[config.mk]
export PLATFORM = sky130hd
export DESIGN_NAME = bless_age_alloc
export DESIGN_NICKNAME = d
export VERILOG_FILES = /design/src/rtl/bless_age_alloc.sv
export SDC_FILE = /design/constraint.sdc
export NUM_CORES = 1
export LEC_CHECK = 0
export BUFFER_PORTS_ARGS = -buffer_cell sky130_fd_sc_hd__buf_2
export CORE_MARGIN = 1.5
export CORE_UTILIZATION = 65
export DETAILED_ROUTE_END_ITERATION = 8
export GPL_ROUTABILITY_DRIVEN = 1
export PLACE_DENSITY_LB_ADDON = 0.05
export SYNTH_ARGS = -nofsm -noshare
export SYNTH_HDL_FRONTEND = slang
export SYNTH_SLANG_ARGS = --single-unit
[constraint.sdc]
create_clock -name clk -period 17.2 [get_ports clk]
set_clock_uncertainty 0.2 [all_clocks]
set_input_delay 1.72 -clock clk [delete_from_list [all_inputs] [get_ports clk]]
set_output_delay 1.72 -clock clk [all_outputs]
set_load 0.05 [all_outputs]
[src/rtl/bless_age_alloc.sv]
// Age-ordered BLESS switch allocator: ranks incoming flits oldest-first, gives each
// admitted flit one output (productive or deflected) and re-times control words.
module bless_age_alloc #(
  parameter int X_W   = 4,
  parameter int Y_W   = 4,
  parameter int AGE_W = 8,
  parameter int MY_X  = 0,
  parameter int MY_Y  = 0,
  parameter int CNT_W = 16
) (
  input  logic                       clk,
  input  logic                       rst,
  input  logic [X_W+Y_W+AGE_W:0]     ctl0_in,
  input  logic [X_W+Y_W+AGE_W:0]     ctl1_in,
  input  logic [X_W+Y_W+AGE_W:0]     ctl2_in,
  input  logic [X_W+Y_W+AGE_W:0]     ctl3_in,
  input  logic [X_W+Y_W+AGE_W:0]     ctl4_in,
  output logic                       inj_ready,
  output logic [14:0]                route_config,
  output logic [X_W+Y_W+AGE_W:0]     ctl0_out,
  output logic [X_W+Y_W+AGE_W:0]     ctl1_out,
  output logic [X_W+Y_W+AGE_W:0]     ctl2_out,
  output logic [X_W+Y_W+AGE_W:0]     ctl3_out,
  output logic [X_W+Y_W+AGE_W:0]     ctl4_out,
  output logic [CNT_W-1:0]           deflect_cnt
);

  localparam int W = 1 + X_W + Y_W + AGE_W;
  localparam logic [2:0]     IDLE = 3'b111;
  localparam logic [X_W-1:0] HX   = X_W'(MY_X);
  localparam logic [Y_W-1:0] HY   = Y_W'(MY_Y);
  // Productive preference order: East, West, North, South
  localparam logic [2:0]     PREF [4] = '{3'd2, 3'd3, 3'd0, 3'd1};

  logic [W-1:0]     in_w   [5];
  logic [W-1:0]     in_q   [5];
  logic [W-1:0]     nxt_out[5];
  logic [W-1:0]     out_q  [5];
  logic [4:0]       valid;
  logic [4:0]       adm;
  logic [2:0]       rank   [5];
  logic [2:0]       sel    [5];
  logic [4:0]       used;
  logic [2:0]       defl_n;
  logic [X_W-1:0]   dx;
  logic [Y_W-1:0]   dy;
  logic [3:0]       prod;
  logic             placed;

  assign in_w[0] = ctl0_in;
  assign in_w[1] = ctl1_in;
  assign in_w[2] = ctl2_in;
  assign in_w[3] = ctl3_in;
  assign in_w[4] = ctl4_in;

  always_comb begin
    for (int unsigned i = 0; i < 5; i++) valid[i] = in_w[i][W-1];
  end

  assign inj_ready = ~&valid[3:0];
  assign adm       = {valid[4] & inj_ready, valid[3:0]};

  // Rank = number of admitted flits that must be served before this one
  always_comb begin
    for (int unsigned i = 0; i < 5; i++) begin
      rank[i] = '0;
      for (int unsigned j = 0; j < 5; j++) begin
        if (adm[j] && (j != i) &&
            ((in_w[j][AGE_W-1:0] > in_w[i][AGE_W-1:0]) ||
             ((in_w[j][AGE_W-1:0] == in_w[i][AGE_W-1:0]) && (j < i))))
          rank[i] = rank[i] + 3'd1;
      end
    end
  end

  always_comb begin
    used   = '0;
    defl_n = '0;
    dx     = '0;
    dy     = '0;
    prod   = '0;
    placed = 1'b0;
    for (int unsigned o = 0; o < 5; o++) sel[o] = IDLE;
    for (int unsigned r = 0; r < 5; r++) begin
      for (int unsigned i = 0; i < 5; i++) begin
        if (adm[i] && (rank[i] == 3'(r))) begin
          dx     = in_w[i][W-2 -: X_W];
          dy     = in_w[i][AGE_W+Y_W-1 -: Y_W];
          prod   = {dy < HY, dy > HY, dx < HX, dx > HX};
          placed = 1'b0;
          if ((dx == HX) && (dy == HY)) begin
            if (!used[4]) begin
              used[4] = 1'b1;
              sel[4]  = 3'(i);
              placed  = 1'b1;
            end
          end else begin
            for (int unsigned k = 0; k < 4; k++) begin
              if (!placed && prod[k] && !used[PREF[k]]) begin
                used[PREF[k]] = 1'b1;
                sel[PREF[k]]  = 3'(i);
                placed        = 1'b1;
              end
            end
          end
          // Deflection never targets the local port
          for (int unsigned o = 0; o < 4; o++) begin
            if (!placed && !used[o]) begin
              used[o] = 1'b1;
              sel[o]  = 3'(i);
              placed  = 1'b1;
              defl_n  = defl_n + 3'd1;
            end
          end
        end
      end
    end
  end

  always_ff @(posedge clk or posedge rst) begin
    if (rst) begin
      route_config <= 15'h7FFF;
      deflect_cnt  <= '0;
      for (int unsigned i = 0; i < 5; i++) in_q[i] <= '0;
    end else begin
      for (int unsigned o = 0; o < 5; o++) route_config[3*o +: 3] <= sel[o];
      for (int unsigned i = 0; i < 5; i++) in_q[i] <= in_w[i];
      deflect_cnt <= deflect_cnt + CNT_W'(defl_n);
    end
  end

  // Second stage: outgoing control words follow the registered route, age saturating
  always_comb begin
    for (int unsigned o = 0; o < 5; o++) begin
      nxt_out[o] = '0;
      if (route_config[3*o +: 3] <= 3'd4) begin
        nxt_out[o] = in_q[route_config[3*o +: 3]];
        if (nxt_out[o][AGE_W-1:0] != '1)
          nxt_out[o][AGE_W-1:0] = nxt_out[o][AGE_W-1:0] + AGE_W'(1);
      end
    end
  end

  always_ff @(posedge clk or posedge rst) begin
    if (rst) begin
      for (int unsigned o = 0; o < 5; o++) out_q[o] <= '0;
    end else begin
      for (int unsigned o = 0; o < 5; o++) out_q[o] <= nxt_out[o];
    end
  end

  assign ctl0_out = out_q[0];
  assign ctl1_out = out_q[1];
  assign ctl2_out = out_q[2];
  assign ctl3_out = out_q[3];
  assign ctl4_out = out_q[4];

endmodule

==> impl_metrics.json, run 1 <==
{
  "gp_congestion": 1.25,
  "clockRootBuffer": "clkbuf_16",
  "cts_max_level": 1,
  "outcome": "did not finish",
  "io_pins": 204,
  "cts_buffers": 19,
  "cts_resized": 217,
  "ys_ff_latch": 201,
  "synth_fp_nets": 3077,
  "port-buffer-count": 203,
  "synth_seq_area_share_pct": 21.2,
  "error": "[ERROR DPL-0038] Utilization greater than 100%, impossible to legalize",
  "clk_path_buf_depth": 3,
  "synth_edf_count": 0,
  "place_area_um2": 34100,
  "async_flop_share_pct": 100,
  "synth_cells": 2794,
  "synth_ff_type": "dfrtp_1",
  "post_cts.repair.setup_buffers": 115,
  "dieHeight_um": 194,
  "synth_warnings": 0,
  "dp_hpwl_mm": 106,
  "yosys.cell_types.count": 138,
  "synth_area_per_cell_um2": 8.51,
  "fp-row-count": 69,
  "cts.sink_count": 201,
  "synthesis.area_um2": 23800,
  "stop_stage": "clock tree synthesis",
  "pre_cts_ws_ns": -43.36,
  "fp.dieW_um": 194,
  "start_util_pct": 66.5,
  "hold_buffers": 0
}
## metrics by stage
step	hold WS, ns	TNS (ns)	utilization, %	std cells
floorplan	0.342	-586.45	-	2794
global placement	0.261	-583.87	95.5	4450
detailed placement	0.294	-647.15	95.5	4450
## cells by family after synthesis
kind of cell / after synthesis / synth area share (%)
flip-flops: 201 / 21.2
adder cells (fa/ha/maj): 199 / 10.5
AND/OR/NAND/NOR: 1077 / 22.8
AO/OA/AOI/OAI: 881 / 28.0
buffers and inverters: 209 / 3.62
other: 1 / 0.0158
XOR/XNOR: 76 / 2.80
multiplexers: 150 / 11.0
## cells in the mapped netlist, drive strengths merged (41+ instances only)
library cell,instances,area share [%]
and2,41,1.1
o21ai,150,3.4
nand4,56,1.6
a22o,66,2.4
nor3,94,2.1
a21oi,170,3.7
inv,109,1.7
ha,195,10
clkbuf,69,1.1
nor2,274,4.4
nand3,100,2.2
a22oi,48,1.6
nand2,267,4.2
mux4,84,8.0
o211ai,54,1.8
xnor2,48,1.8
dfrtp,186,20
==> run 2: changes to the inputs <==
Settings changed: CORE_UTILIZATION 65 to 40, PLACE_DENSITY_LB_ADDON 0.05 to 0.15.
==> run 2 against run 1 <==
Compared with the run above:
- the flow now finishes, with violations (negative setup slack)
- area after synthesis unchanged
- synthesized cell count unchanged
==> impl_metrics.json, run 2 <==
{
  "cp.arrival_ns": 57.58,
  "hold_viol": 0,
  "grt_pass1_vias": 30561,
  "multi_input_area_um2": 20000,
  "diodes": 0,
  "setup_ws_ns": -40.17,
  "cts.sink_count": 201,
  "synth_area_per_cell_um2": 8.51,
  "async_flop_share_pct": 100,
  "seq_area_um2": 5050,
  "whs_ns": 0.287,
  "synth_seq_area_share_pct": 21.2,
  "clk_path_buf_depth": 3,
  "synth_warnings": 0,
  "nets": 4457,
  "start_kind": "input port",
  "cp-end-kind": "flip-flop",
  "hold_buffers": 0,
  "period_share_pct": 334,
  "gp_congestion": 1.07,
  "yosys.cell_types.count": 138,
  "grt_max_degree": 124,
  "outcome": "finished with violations",
  "synth_ff_type": "dfrtp_1",
  "synth.area.top_cells": "dfrtp_1 20%, ha_1 10%, mux4_2 8.0%, nor2_1 4.2%, nand2_1 4.2%",
  "fp.dieW_um": 247,
  "violations": "negative setup slack",
  "min_period_ns": 57.37,
  "antenna_found_initial": 3,
  "route.final.wire_length_mm": 123,
  "grt_first_pass_wirelength_mm": 181,
  "max_stage_delay_ns": 0.39,
  "leakagePower_nw": 17.5,
  "setup_viol": 15,
  "antenna_left": 0,
  "cts_tree": "yes",
  "cap_viol_max_count": 0,
  "place_area_um2": 34800,
  "synth_edf_count": 0,
  "dp_hpwl_mm": 99.3,
  "relSlewSlack_pct": 4.03,
  "max_freq_mhz": 17.4,
  "firstDrtPassIters": 6,
  "dieArea_um2": 60900,
  "power_density_nw_per_um2": 205,
  "synth.most_common_cell": "nor2_1",
  "io_pins": 204,
  "vias": 30430,
  "drive_gt1_share_pct": 48.5,
  "synth_cells": 2794,
  "first_iter_violations": 2722,
  "area_delta_synth_final_pct": 58.3,
  "wl_per_cell_um": 24.9,
  "cpMostUsedCell": "ha_4",
  "netlist_top_cells_count": "269 x nor2_1, 265 x nand2_1, 195 x ha_1",
  "cp_data_required_time_ns": 17.41,
  "crit_fanout": 3,
  "clk_pin_slew_ns": 0.07,
  "crit_path_top_delay_cell": "or3b_4",
  "core-area_um2": 58900,
  "pre_cts_ws_ns": -41.61,
  "start_util_pct": 40.4,
  "nFillCells": 4973,
  "fp-row-count": 89,
  "largest_reg_flops": 85,
  "worst_hold_path_type": "reg -> reg",
  "grt_usage_pct": 38.8,
  "largest-register": "in_q",
  "ys_ff_latch": 201,
  "dieHeight_um": 247,
  "vias_per_cell": 6.14,
  "timing.final.max_slew_violations": 0,
  "rsz0062_at_grt": "true",
  "worstMarginPinSlew_ns": 1.40,
  "clockRootBuffer": "clkbuf_16",
  "irDropWorstVdd_uv": 215,
  "cts_buffers": 16,
  "grt_overflow": 0,
  "yosysTopAreaCellShare_pct": 19.6,
  "critPathKind": "in -> reg",
  "final_common_cell": "buf_4",
  "synth_fp_nets": 3077,
  "port-buffer-count": 203,
  "synthesis.area_um2": 23800,
  "final_util_pct": 63.9,
  "clk_latency_ns": 0.51,
  "cts_max_level": 1,
  "drc_errors": 0,
  "final_cell_area_um2": 37600,
  "yosysTopAreaCell": "dfrtp_1",
  "final_cell_mix": "1245 x buf_4, 249 x nor2_1, 248 x nand2_1, 197 x buf_2, 186 x dfrtp_1"
}
==> run 2: path summary, 6_finish.rpt <==
| kind | cells after the start | slack (ns) | startpoint | to |
|---|---|---|---|---|
| hold / removal | 1 | 0.29 | deflect_cnt[15]$_DFF_PP0_ | deflect_cnt[15]$_DFF_PP0_ |
| setup / recovery | 309 | -40.17 | ctl2_in[1] | deflect_cnt[15]$_DFF_PP0_ |
| hold reg to reg | 1 | 0.29 | deflect_cnt[15]$_DFF_PP0_ | deflect_cnt[15]$_DFF_PP0_ |
| max in group asynchronous | 3 | 14.10 | rst | ctl2_out[11]$_DFF_PP0_ |
| min in group asynchronous | 2 | 1.15 | rst | deflect_cnt[7]$_DFF_PP0_ |
| setup reg to reg | 10 | 13.36 | route_config[14]$_DFF_PP1_ | ctl4_out[4]$_DFF_PP0_ |
==> run 2: layer usage <==
| metal | up-vias | GRT usage [%] | wire length, um |
|---|---|---|---|
| met5 | - | 0 | 13 |
| met4 | 2 | 19.3 | 6970 |
| met3 | 387 | 5.10 | 9610 |
| met2 | 1605 | 66.6 | 58500 |
| met1 | 14822 | 47.7 | 48300 |
| li1 | 13614 | - | - |
==> run 2: cells by family (layout without fill, tap and decap cells) <==
group                      count (synthesis)  count (layout)  synth area share (%)
AOI/OAI and AO/OA                        881             881                  28.0
xor gates and xnor gates                  76              76                  2.80
adders and majority gates                199             199                  10.5
buffers and inverters                    209            1599                  3.62
DFF                                      201             201                  21.2
muxes                                    150             150                  11.0
other                                      1               1                0.0158
and+or+nand+nor                         1077            1077                  22.8
==> run 2: repair_timing <==
action                                  4_1_cts  5_1_grt
resized for setup                            95      130
gates cloned                                  0        0
buffers inserted                            105       38
pin swaps                                    72      135
endpoints found under the setup margin       15       17
==> run 2: through the flow <==
step | instances | total power, W | TNS (ns)
2_1_floorplan | 2794 | 0.00376 | -586.45
3_3_place_gp | 4795 | 0.00587 | -595.20
3_5_place_dp | 4795 | 0.00605 | -621.35
4_1_cts | 4927 | 0.00699 | -595.04
5_1_grt | 4957 | 0.00818 | -630.85
6_report | 4957 | 0.00772 | -599.92
==> run 2: report_power, final <==
group	total (W)	internal [W]	switching [W]
clock	0.000394	0.000209	0.000185
sequential	0.000717	0.000583	0.000134
combinational	0.00660	0.00332	0.00328
==> run 2: layout make-up <==
| type | count | share of cell area, % |
|---|---|---|
| well taps | 773 | 2.57 |
| clock buffers | 19 | 1.20 |
| multi-input cells | 2384 | 53.3 |
| inverters | 110 | 1.18 |
| clock inverters | 9 | 0.249 |
| flip-flops and latches | 201 | 13.4 |
| repair buffers | 1461 | 28.1 |
==> run 2: critical path: cells and delay by family <==
family          cells  cell delay (ns)
compound gates    102            17.02
xor+xnor            2             0.25
fa+ha+maj          90            22.28
buf+inv            18             1.44
mux                25             6.53
simple gates       72             8.24
Note: power is estimated with default switching activity, not from simulation.
